===== config.mk =====
export PLATFORM = sky130hd
export DESIGN_NAME = fir_mac_scheduler
export DESIGN_NICKNAME = d
export VERILOG_FILES = /design/src/rtl/fir_mac_scheduler.sv
export SDC_FILE = /design/constraint.sdc
export NUM_CORES = 1
export LEC_CHECK = 0
export ABC_AREA = 1
export BUFFER_PORTS_ARGS = -buffer_cell sky130_fd_sc_hd__buf_2
export CORE_ASPECT_RATIO = 0.9
export CORE_UTILIZATION = 35
export CTS_BUF_LIST = sky130_fd_sc_hd__clkbuf_8
export CTS_CLUSTER_DIAMETER = 120
export DETAILED_ROUTE_END_ITERATION = 6
export PLACE_DENSITY = 0.61
export SLEW_MARGIN = 20
export SYNTH_ARGS = -nofsm -noshare
export SYNTH_HDL_FRONTEND = slang
export SYNTH_SLANG_ARGS = --single-unit

===== constraint.sdc =====
create_clock -name clk -period 7.5 [get_ports clk]
set_clock_uncertainty 0.15 [all_clocks]
set_input_delay 0 -clock clk [delete_from_list [all_inputs] [get_ports clk]]
set_output_delay 0 -clock clk [all_outputs]
set_load 0.005 [all_outputs]

===== src/rtl/fir_mac_scheduler.sv =====
// Time-multiplexed FIR: one signed MAC walks the taps one per cycle, then
// holds the full-precision result until the consumer takes it.
module fir_mac_scheduler #(
   parameter int TAP_WIDTH = 8,
   parameter int NUM_TAPS  = 4,
   parameter int ACC_WIDTH = 2*TAP_WIDTH + $clog2(NUM_TAPS)
) (
   input  logic                        clk,
   input  logic                        rst,
   input  logic [TAP_WIDTH-1:0]        sample_in,
   input  logic                        sample_valid,
   output logic                        sample_ready,
   output logic [ACC_WIDTH-1:0]        result_out,
   output logic                        result_valid,
   input  logic                        result_ready,
   input  logic                        cfg_we,
   input  logic [$clog2(NUM_TAPS)-1:0] cfg_addr,
   input  logic [TAP_WIDTH-1:0]        cfg_data,
   output logic                        cfg_ready,
   input  logic                        flush,
   output logic                        busy
);

   localparam int          ADDR_W = $clog2(NUM_TAPS);
   localparam int          PROD_W = 2*TAP_WIDTH;
   localparam int unsigned NT     = NUM_TAPS;

   typedef enum logic [1:0] {S_IDLE, S_MAC, S_DONE} state_t;

   state_t                      state_q, state_d;
   logic signed [TAP_WIDTH-1:0] taps_q   [NUM_TAPS];
   logic signed [TAP_WIDTH-1:0] taps_d   [NUM_TAPS];
   logic signed [TAP_WIDTH-1:0] coeffs_q [NUM_TAPS];
   logic signed [TAP_WIDTH-1:0] coeffs_d [NUM_TAPS];
   logic signed [ACC_WIDTH-1:0] acc_q, acc_d;
   logic signed [ACC_WIDTH-1:0] res_q, res_d;
   logic [ADDR_W-1:0]           idx_q, idx_d;

   logic signed [TAP_WIDTH-1:0] tap_sel, coef_sel;
   logic signed [PROD_W-1:0]    prod;
   logic signed [ACC_WIDTH-1:0] prod_ext, acc_sum;
   logic                        idx_last;

   // Decoded selects keep the mux safe when NUM_TAPS is not a power of two.
   always_comb begin
      tap_sel  = '0;
      coef_sel = '0;
      for (int unsigned k = 0; k < NT; k++) begin
         if (idx_q == ADDR_W'(k)) begin
            tap_sel  = taps_q[k];
            coef_sel = coeffs_q[k];
         end
      end
      prod     = {{TAP_WIDTH{tap_sel[TAP_WIDTH-1]}}, tap_sel} *
                 {{TAP_WIDTH{coef_sel[TAP_WIDTH-1]}}, coef_sel};
      prod_ext = {{(ACC_WIDTH-PROD_W){prod[PROD_W-1]}}, prod};
      acc_sum  = acc_q + prod_ext;
      idx_last = (idx_q == ADDR_W'(NT-1));
   end

   always_comb begin
      state_d  = state_q;
      taps_d   = taps_q;
      coeffs_d = coeffs_q;
      acc_d    = acc_q;
      res_d    = res_q;
      idx_d    = idx_q;
      unique case (state_q)
         S_IDLE: begin
            if (cfg_we) begin
               // Out-of-range addresses match no entry, so the write is dropped.
               for (int unsigned k = 0; k < NT; k++) begin
                  if (cfg_addr == ADDR_W'(k)) coeffs_d[k] = cfg_data;
               end
            end else if (flush) begin
               for (int unsigned k = 0; k < NT; k++) taps_d[k] = '0;
            end else if (sample_valid) begin
               taps_d[0] = sample_in;
               for (int unsigned k = 1; k < NT; k++) taps_d[k] = taps_q[k-1];
               acc_d   = '0;
               idx_d   = '0;
               state_d = S_MAC;
            end
         end
         S_MAC: begin
            acc_d = acc_sum;
            idx_d = idx_q + ADDR_W'(1);
            if (idx_last) begin
               res_d   = acc_sum;
               idx_d   = '0;
               state_d = S_DONE;
            end
         end
         S_DONE: begin
            if (result_ready) state_d = S_IDLE;
         end
         default: state_d = S_IDLE;
      endcase
   end

   always_ff @(posedge clk or negedge rst) begin
      if (!rst) begin
         state_q <= S_IDLE;
         acc_q   <= '0;
         res_q   <= '0;
         idx_q   <= '0;
         for (int unsigned k = 0; k < NT; k++) begin
            taps_q[k]   <= '0;
            coeffs_q[k] <= '0;
         end
         coeffs_q[0] <= TAP_WIDTH'(1);
      end else begin
         state_q  <= state_d;
         taps_q   <= taps_d;
         coeffs_q <= coeffs_d;
         acc_q    <= acc_d;
         res_q    <= res_d;
         idx_q    <= idx_d;
      end
   end

   assign cfg_ready    = rst && (state_q == S_IDLE);
   assign sample_ready = cfg_ready && !cfg_we && !flush;
   assign busy         = (state_q != S_IDLE);
   assign result_valid = (state_q == S_DONE);
   assign result_out   = res_q;

endmodule

==> results of run 1 <==
## final timing paths
path,startpoint,endpoint,depth (start not counted)
max,idx_q[0],acc_q[17],22
max reg2reg,idx_q[0],acc_q[17],22
min in group asynchronous,rst,taps_q[30],4
min reg2reg,result_out[13],result_out[13],2
max in group asynchronous,rst,coeffs_q[4],4
min,cfg_addr[0],coeffs_q[24],4
## layout make-up
type	count	area, sq um
sequential	104	2600
inverter	214	806
multi-input combinational	590	4470
clock buffer	9	124
clock inverter	7	86.3
tap	297	372
timing repair buffer	78	563
fill	2319	13400
## placed cells by master, fill, tap and decap left out, types with 2 or more instances in the layout
cell type        n
nand4_1          2
a21oi_1         22
dlygate4sd3_1   27
o22ai_1         24
o21ai_2          3
buf_2           44
nor2_2           3
and2_1           2
fa_1            80
nand3_1         42
o21ai_0         59
o21bai_1         2
clkinv_4         2
a22oi_1          4
clkbuf_8         9
a22oi_2          5
nand3b_1         5
nand2_2          2
inv_1          207
ha_1            46
dfrtp_1        103
nor2_1          48
o21ai_1          9
inv_2            6
clkinv_8         3
nand2_1        202
xnor2_1          5
a21oi_2          3
o31ai_1          2
buf_4            6
o22ai_2         10
o221ai_1         4
## cells by family (layout without fill, tap and decap cells)
kind of cell,Yosys count,after routing,synth area share
AOI/OAI and AO/OA,149,149,0.120
xor gates and xnor gates,6,6,0.00656
adders and majority gates,126,126,0.272
buffers and inverters,237,308,0.118
DFF,104,104,0.325
and+or+nand+nor,309,309,0.159
## stage by stage
step | cell area, sq um | utilization
floorplan | 8020 | -
global placement | 8510 | 0.379
detailed placement | 8510 | 0.379
CTS | 9020 | 0.402
global route | 9020 | 0.402
finish | 9020 | 0.402
## flip-flops by register name, summed over array words and instances, names as in the netlist
register,cells
coeffs_q,32
idx_q,2
acc_q,18
state_q,2
taps_q,32
result_out,18
## worst max-delay path: stages (launching register included)
cell	delay, ps
dfrtp_1	430
ha_1	800
inv_2	360
a21oi_2	480
nand2_1	160
inv_1	470
fa_1	550
fa_1	510
inv_1	50
fa_1	530
inv_1	50
fa_1	430
ha_1	290
ha_1	360
nand2_1	140
nor2_1	110
nand2_1	60
nand3_1	170
nand2_1	80
nand2_1	100
nand3_1	100
nand3_1	90
nand2_1	50
## metal layers
layer / vias to the layer above / global-route usage / share of wire / routed length, um
li1: 3009 / - / - / -
met1: 3004 / 0.238 / 0.49 / 8820
met2: 77 / 0.271 / 0.46 / 8340
met3: 18 / 0.0180 / 0.028 / 512
met4: 0 / 0.0590 / 0.017 / 309
met5: - / 0 / 0 / 0
==> impl_results.md, run 1 <==
- Cts repair resizes: 0
- Clock root cell: clkbuf_8
- Final setup viols: 0
- Total global routing overflow: 0
- Tmin final: roughly 6600 ps
- Initial antenna violation count: 0
- Outcome: completed
- DP Wirelength: around 14000 um
- Number of global-route vias before repair: 6275
- CP max FO: 23
- Ports: 46
- Drt first pass iters: 5
- CTS tree: built
- Top-count cell post-synth: inv_1
- Hold Crit Class: input pin to flip-flop
- Via density: approximately 4.7
- Number of diodes: 0
- Max Cap Viol: 0
- Buffers added on ports: 45
- TritonCTS Sinks: 104
- Antenna-violating nets left: 0
- Syn nets: about 1100
- Ys flop type: dfrtp_1
- Crit share post-route: 0.878
- Worst setup EP type: flip-flop
- Slew @ Worst Pin: 935 ps
- Synth warn: 0
- FP Rows: between 50 and 60
- Sum Neg Setup Slack: 0 ps
- Core area: roughly 0.022 sq mm
- Largest cells by area after synthesis: dfrtp_1 32%, fa_1 20%, inv_1 9.7%, nand2_1 9.5%, ha_1 7.2%
- Post-synthesis sequential area ratio: 0.325
- Die W: roughly 160 um
- Unrepaired setup endpoints after global routing: false
- Layout cells sized above 1: 0.103
- Share of the synthesized area in the top cell type: 0.322
- Fin cells: roughly 1300
- Final hold vios: 0
- Total track usage: 0.169
- Total setup buffers inserted after CTS: 0
- Initial Util: 0.357
- Routed length per instance: between 10 and 15 um
- Setup slack at placement: 927 ps
- Area growth from synthesis to layout: 12.6%
- Worst skew pair latency: 410 ps
- Post-synthesis register bit count: 104
- Pins Over Slew Limit: 0
- Via count: 6108
- DRC Markers: 0
- Rel. slew slack: 0.377
- Final Routed Wirelength: about 18000 um
- Placed Cells: 1255
- Placer congestion estimate: about 0.9
- EDFF count, synth: 0
- Fin nets: about 1100
- Setup slack after layout: between 900 and 1000 ps
- Clk buf depth: 2
- Chip height: ~150 um
- Fmax: between 150 and 200 MHz
- CP Class: flip-flop to flip-flop
- CP required: ~7700 ps
- Largest net degree at the start of global routing: 64
- Worst reg-to-reg setup slack: about 920 ps
- Top cells by count, synth: 207 x inv_1, 202 x nand2_1, 103 x dfrtp_1, 80 x fa_1, 59 x o21ai_0
- First-pass GRT wire length: between 30000 and 40000 um
- Cts bufs inserted: 9
- H-Tree Depth: 3
- Post-Synthesis Cells: just over 900
- Library cells used by synthesis: 39
- Avg Cell Area, Syn: 8.61 sq um
- Hold buffers post-CTS: 28
- Clock transition at the registers of the reported paths: about 130 ps
- Initial drt markers: around 260
- Worst hold slack: 93.5 ps
- Fraction of registers with async set/reset: 1.00
- Largest area contributor in the netlist: dfrtp_1
- Die ar.: 0.0235 sq mm
- Mapped Area: between 0.008 and 0.009 sq mm
- CP arrival: ~6800 ps
- CP startpoint kind: flip-flop
Power of run 1 is not shown: default switching activity piles up to over one toggle a cycle in this logic, so the estimate is an artifact.
==> inputs of run 2 (changes only) <==
==> constraint.sdc (replaced) <==
create_clock -name clk -period 7.5 [get_ports clk]
set_clock_uncertainty 0.15 [all_clocks]
set_input_delay 0 -clock clk [delete_from_list [all_inputs] [get_ports clk]]
set_output_delay 0 -clock clk [all_outputs]
set_load 0.1 [all_outputs]
==> run 2 against run 1 <==
The run now ends with hold timing left; routed wire length decreased by 0.60%; critical path depth shrank 1; die area unchanged; cell count fell by 0.15%; highest routed layer unchanged; global-route usage is essentially flat; fmax decreased by 1.5%; worst setup slack lost 100 ps; register-to-register slack lost 100 ps; via count about the same; non-clock buffer count is 2 lower.
==> impl_results.md, run 2 (synthesized netlist as in run 1, its figures left out) <==
- Die ar.: between 0.02 and 0.025 sq mm
- Number of global-route vias before repair: between 6000 and 7000
- Core area: ~0.022 sq mm
- Area growth from synthesis to layout: 12.2%
- Fmax: 150 MHz
- Worst reg-to-reg setup slack: between 800 and 900 ps
- Initial Util: 0.357
- Chip height: 146 um
- Final hold vios: 1
- Pins Over Slew Limit: 0
- Sum Neg Setup Slack: 0 ps
- Slew @ Worst Pin: approximately 960 ps
- Critical-path cell list: ha_1, inv_2, o21ai_2, nand2_1, inv_1, fa_1, fa_1, inv_1, fa_1, inv_1, fa_1, ha_1, ha_1, a21oi_1, nand3_1, nand2_1, nand2_1, inv_1, nand2_1, nand3_1, nand2_1
- Reg2Reg Depth: 21
- Fin cells: 1297
- Fin nets: about 1100
- Fillers: 2300
- Unrepaired setup endpoints after global routing: false
- Layout cells sized above 1: 0.102
- CP required: between 7000 and 8000 ps
- CP max FO: 23
- H-Tree Depth: 3
- Most frequent cells in the layout: 207 x inv_1, 202 x nand2_1, 103 x dfrtp_1
- Outcome: finished with violations
- Routed length per instance: about 14 um
- Worst hold slack: -1.98 ps
- Initial antenna violation count: 0
- Failing checks: hold timing
- Final Routed Wirelength: between 15000 and 20000 um
- CP peak stage delay: between 800 and 900 ps
- Clock transition at the registers of the reported paths: about 120 ps
- CP max-delay cell: ha_1
- Die W: 162 um
- Cts repair resizes: 0
- Drt first pass iters: 5
- Worst skew pair latency: approximately 400 ps
- DRC Markers: 0
- Commonest non-fill, non-tap cell in the layout: inv_1
- Placed Cells: between 1000 and 1500
- Rel. slew slack: 0.363
- RR Endpoint: acc_q[17]
- Total global routing overflow: 0
- Clock root cell: clkbuf_8
- TritonCTS Sinks: 104
- Hold Crit Class: input pin to async pin
- Most used cell, CP: nand2_1
- Initial drt markers: around 320
- RR Startpoint: idx_q[0]
- Via density: 4.71
- Final setup viols: 0
- Hold buffers post-CTS: 26
- DP Wirelength: approximately 14000 um
- Max Cap Viol: 0
- CTS tree: built
- Via count: just over 6000
- CP startpoint kind: flip-flop
- Clk buf depth: 2
- Largest net degree at the start of global routing: 57
- Tmin final: 6680 ps
- Worst setup EP type: flip-flop
- Ports: between 40 and 50
- CP Class: flip-flop to flip-flop
- Buffers added on ports: 45
- Cts bufs inserted: 9
- FP Rows: 52
- Placer congestion estimate: 0.905
- Total setup buffers inserted after CTS: 0
- First-pass GRT wire length: approximately 32000 um
- Largest regs: coeffs_q (32), taps_q (32)
- Antenna-violating nets left: 0
- Crit share post-route: 0.891
- Total track usage: 0.169
- CP arrival: 6820 ps
- Number of diodes: 0
==> run 2: worst max-delay path by stage <==
stage | from | end | slack (ps)
floorplan | idx_q[0] | result_out[17] | 2020
global placement | idx_q[0] | acc_q[17] | 990
detailed placement | idx_q[0] | acc_q[17] | 880
CTS | idx_q[0] | acc_q[17] | 850
global route | idx_q[0] | acc_q[16] | 290
finish | idx_q[0] | acc_q[17] | 820
==> run 2: critical path: cells and delay by family, from the launching register on <==
| kind | cells | cell delay (ps) |
|---|---|---|
| fa+ha+maj | 7 | 3450 |
| buf+inv | 5 | 990 |
| simple gates | 7 | 810 |
| compound gates | 2 | 740 |
| flops | 1 | 420 |
==> run 2: layout make-up <==
type,instances,area (sq um),area share
clock inverters,7,95.1,0.0106
well taps,297,372,0.0413
inverters,214,806,0.0896
clock buffers,9,124,0.0138
repair buffers,76,526,0.0584
flip-flops and latches,104,2600,0.290
multi-input cells,590,4470,0.497
==> run 2: routing by layer <==
metal / vias up / track usage / wire [um]
met5: - / 0 / 0
met4: 0 / 0.0377 / 269
met3: 18 / 0.0328 / 670
met2: 90 / 0.275 / 8510
met1: 2991 / 0.233 / 8420
li1: 3013 / - / -
==> run 2: per-stage QoR <==
step	setup WS, ps	hold WS (ps)	util	instance area [sq um]
floorplan	2020	-446	-	8020
CTS	854	28.9	0.401	8990
global placement	991	-76.3	0.379	8510
global route	285	58.0	0.401	8990
finish	815	-1.98	0.401	8990
detailed placement	881	-72.2	0.379	8510
Power of run 2 is left out for the same reason.
==> inputs of run 3 (changes only) <==
--- a/config.mk
+++ b/config.mk
@@ -5,7 +5,6 @@
 export SDC_FILE = /design/constraint.sdc
 export NUM_CORES = 1
 export LEC_CHECK = 0
-export ABC_AREA = 1
 export BUFFER_PORTS_ARGS = -buffer_cell sky130_fd_sc_hd__buf_2
 export CORE_ASPECT_RATIO = 0.9
 export CORE_UTILIZATION = 35
==> run 3 against run 2 <==
The run now ends clean; synthesized cell count fell by 19%; sequential cell count did not move; critical path depth is 3 higher; core utilization up 0.54 points; cell area shrank 2.3%; routed wire length decreased by 5.9%; worst setup slack worse by 310 ps; via count shrank 11%; hold slack improved by 45 ps; die area is 3.6% lower; fmax decreased by 4.4%.
==> impl_results.md, run 3 <==
- Rel. slew slack: 0.422
- Via density: 4.85
- Unrepaired setup endpoints after global routing: false
- Sum Neg Setup Slack: 0 ps
- Post-synthesis sequential area ratio: 0.337
- CP arrival: between 7000 and 8000 ps
- Largest regs: coeffs_q (32), taps_q (32)
- CP startpoint kind: flip-flop
- Initial antenna violation count: 0
- Final setup viols: 0
- Hold Crit Class: input pin to flip-flop
- RR Endpoint: acc_q[13]
- Ports: 46
- CP Class: flip-flop to flip-flop
- Worst skew pair latency: about 380 ps
- Ys flop type: dfrtp_1
- Chip height: 143 um
- DRC Markers: 0
- Initial drt markers: approximately 290
- Avg Cell Area, Syn: approximately 10 sq um
- Worst reg-to-reg setup slack: 510 ps
- CP max FO: 17
- Number of global-route vias before repair: 5760
- Layout cells sized above 1: 0.160
- Via count: 5422
- Antenna-violating nets left: 0
- Drt first pass iters: 5
- Routed length per instance: about 15 um
- Worst setup EP type: flip-flop
- Total setup buffers inserted after CTS: 0
- First-pass GRT wire length: 29400 um
- Clk buf depth: 2
- CP peak stage delay: ~570 ps
- Outcome: completed
- Placed cell area: approximately 0.0083 sq mm
- EDFF count, synth: 0
- Synth warn: 0
- Final Routed Wirelength: ~17000 um
- Slew @ Worst Pin: slightly below 900 ps
- Fin nets: between 900 and 1000
- Storage element area: 0.00260 sq mm
- Largest area contributor in the netlist: dfrtp_1
- Top-count cell post-synth: dfrtp_1
- Die ar.: approximately 0.023 sq mm
- Hold Path End: state_q[0]
- Reg2Reg Depth: 24
- Pins Over Slew Limit: 0
- WHS Path Cells: 5
- Crit share post-route: 0.933
- Placer congestion estimate: 0.832
- Largest cells by area after synthesis: dfrtp_1 33%, fa_1 21%, ha_1 7.5%, inv_1 4.9%, mux2_2 4.8%
- Clock root cell: clkbuf_8
- Final hold vios: 0
- Share of the synthesized area in the top cell type: 0.334
- TritonCTS Sinks: about 100
- Max Cap Viol: 0
- Post-Synthesis Cells: ~760
- Area of the multi-input gates: around 0.0046 sq mm
- Total global routing overflow: 0
- Total track usage: 0.167
- Die W: between 150 and 200 um
- Initial Util: 0.357
- Cts bufs inserted: 9
- CP required: ~7600 ps
- Commonest non-fill, non-tap cell in the layout: dfrtp_1
- DP Wirelength: ~13000 um
- Clock transition at the registers of the reported paths: around 100 ps
- Hold Path Origin: flush
- Tmin final: 6990 ps
- Mapped Area: approximately 0.0077 sq mm
- H-Tree Depth: 3
- Post-synthesis register bit count: 104
- FP Rows: a little over 50
- CTS tree: built
- Core area: between 0.02 and 0.025 sq mm
- Most frequent cells in the layout: 103 x dfrtp_1, 101 x inv_1, 80 x fa_1
- Critical-path cell list: inv_1, ha_1, buf_4, a21oi_1, a21oi_1, nor2_1, a21oi_1, nor2_1, fa_1, inv_1, fa_1, inv_1, fa_1, fa_1, inv_1, fa_1, inv_1, ha_1, a21o_1, a221oi_2, nor2_1, a21bo_2, xnor2_1, o21ai_0
- Fillers: around 2100
- Fmax: roughly 140 MHz
- CP max-delay cell: fa_1
- Library cells used by synthesis: 42
- RR Startpoint: idx_q[0]
- Largest net degree at the start of global routing: 65
- Buffers added on ports: 45
- Top cells by count, synth: 103 x dfrtp_1, 101 x inv_1, 80 x fa_1, 67 x nand2_1, 59 x nor2_1
- Syn nets: between 900 and 1000
- Number of diodes: 0
- Area growth from synthesis to layout: 13.7%
- Fraction of registers with async set/reset: 1.00
- Cell area after layout: 0.00878 sq mm
## run 3: cells by family after synthesis
logic type,after synthesis,synth area share
buf+inv,131,0.0643
xor+xnor,15,0.0170
simple gates,197,0.120
fa+ha+maj,126,0.282
flops,104,0.337
compound gates,148,0.131
mux,34,0.0494
## run 3: timing repair
action                                 in CTS  in global routing
resized for setup                           0                  0
hold buffers                               24                  0
endpoints found under the hold margin      82                  0
## run 3: metal layers
layer	global-route usage	vias up	part of all wire
met5	0	-	0
met3	0.0228	17	0.034
met4	0.0420	0	0.012
met1	0.244	2700	0.50
met2	0.261	86	0.46
li1	-	2619	-
## run 3: worst max-delay path, delay by kind of cell (launching register included)
kind / cells / cell delay (ps)
XOR/XNOR: 1 / 180
AND/OR/NAND/NOR: 3 / 350
adder cells (fa/ha/maj): 7 / 3450
buffers and inverters: 6 / 650
AO/OA/AOI/OAI: 7 / 1640
flip-flops: 1 / 430
## run 3: how the worst max path moves through the flow
stage	from	endpoint	slack, ps	cells past startpoint
4_1_cts	idx_q[0]	acc_q[16]	510	23
6_report	idx_q[0]	acc_q[13]	510	24
3_3_place_gp	idx_q[0]	acc_q[16]	690	23
5_1_grt	idx_q[0]	acc_q[16]	10	23
3_5_place_dp	idx_q[0]	acc_q[16]	540	23
2_1_floorplan	idx_q[1]	acc_q[16]	1040	23
## run 3: area by class of cell
cell class / instances / area share
multi-input combinational: 520 / 0.527
sequential: 104 / 0.296
timing repair buffer: 87 / 0.0698
inverter: 101 / 0.0432
tap: 291 / 0.0415
clock buffer: 10 / 0.0157
clock inverter: 5 / 0.00655
## run 3: per-stage QoR
stage	setup slack (ps)	utilization	hold WS (ps)	instances
final	506	0.406	42.7	1118
after global routing	13.5	0.406	42.3	1118
after CTS	509	0.406	16.2	1118
after detailed placement	543	0.385	-116	1079
after global placement	694	0.385	-120	1079
after floorplan	1040	-	-446	755
Power of run 3 is left out for the same reason.
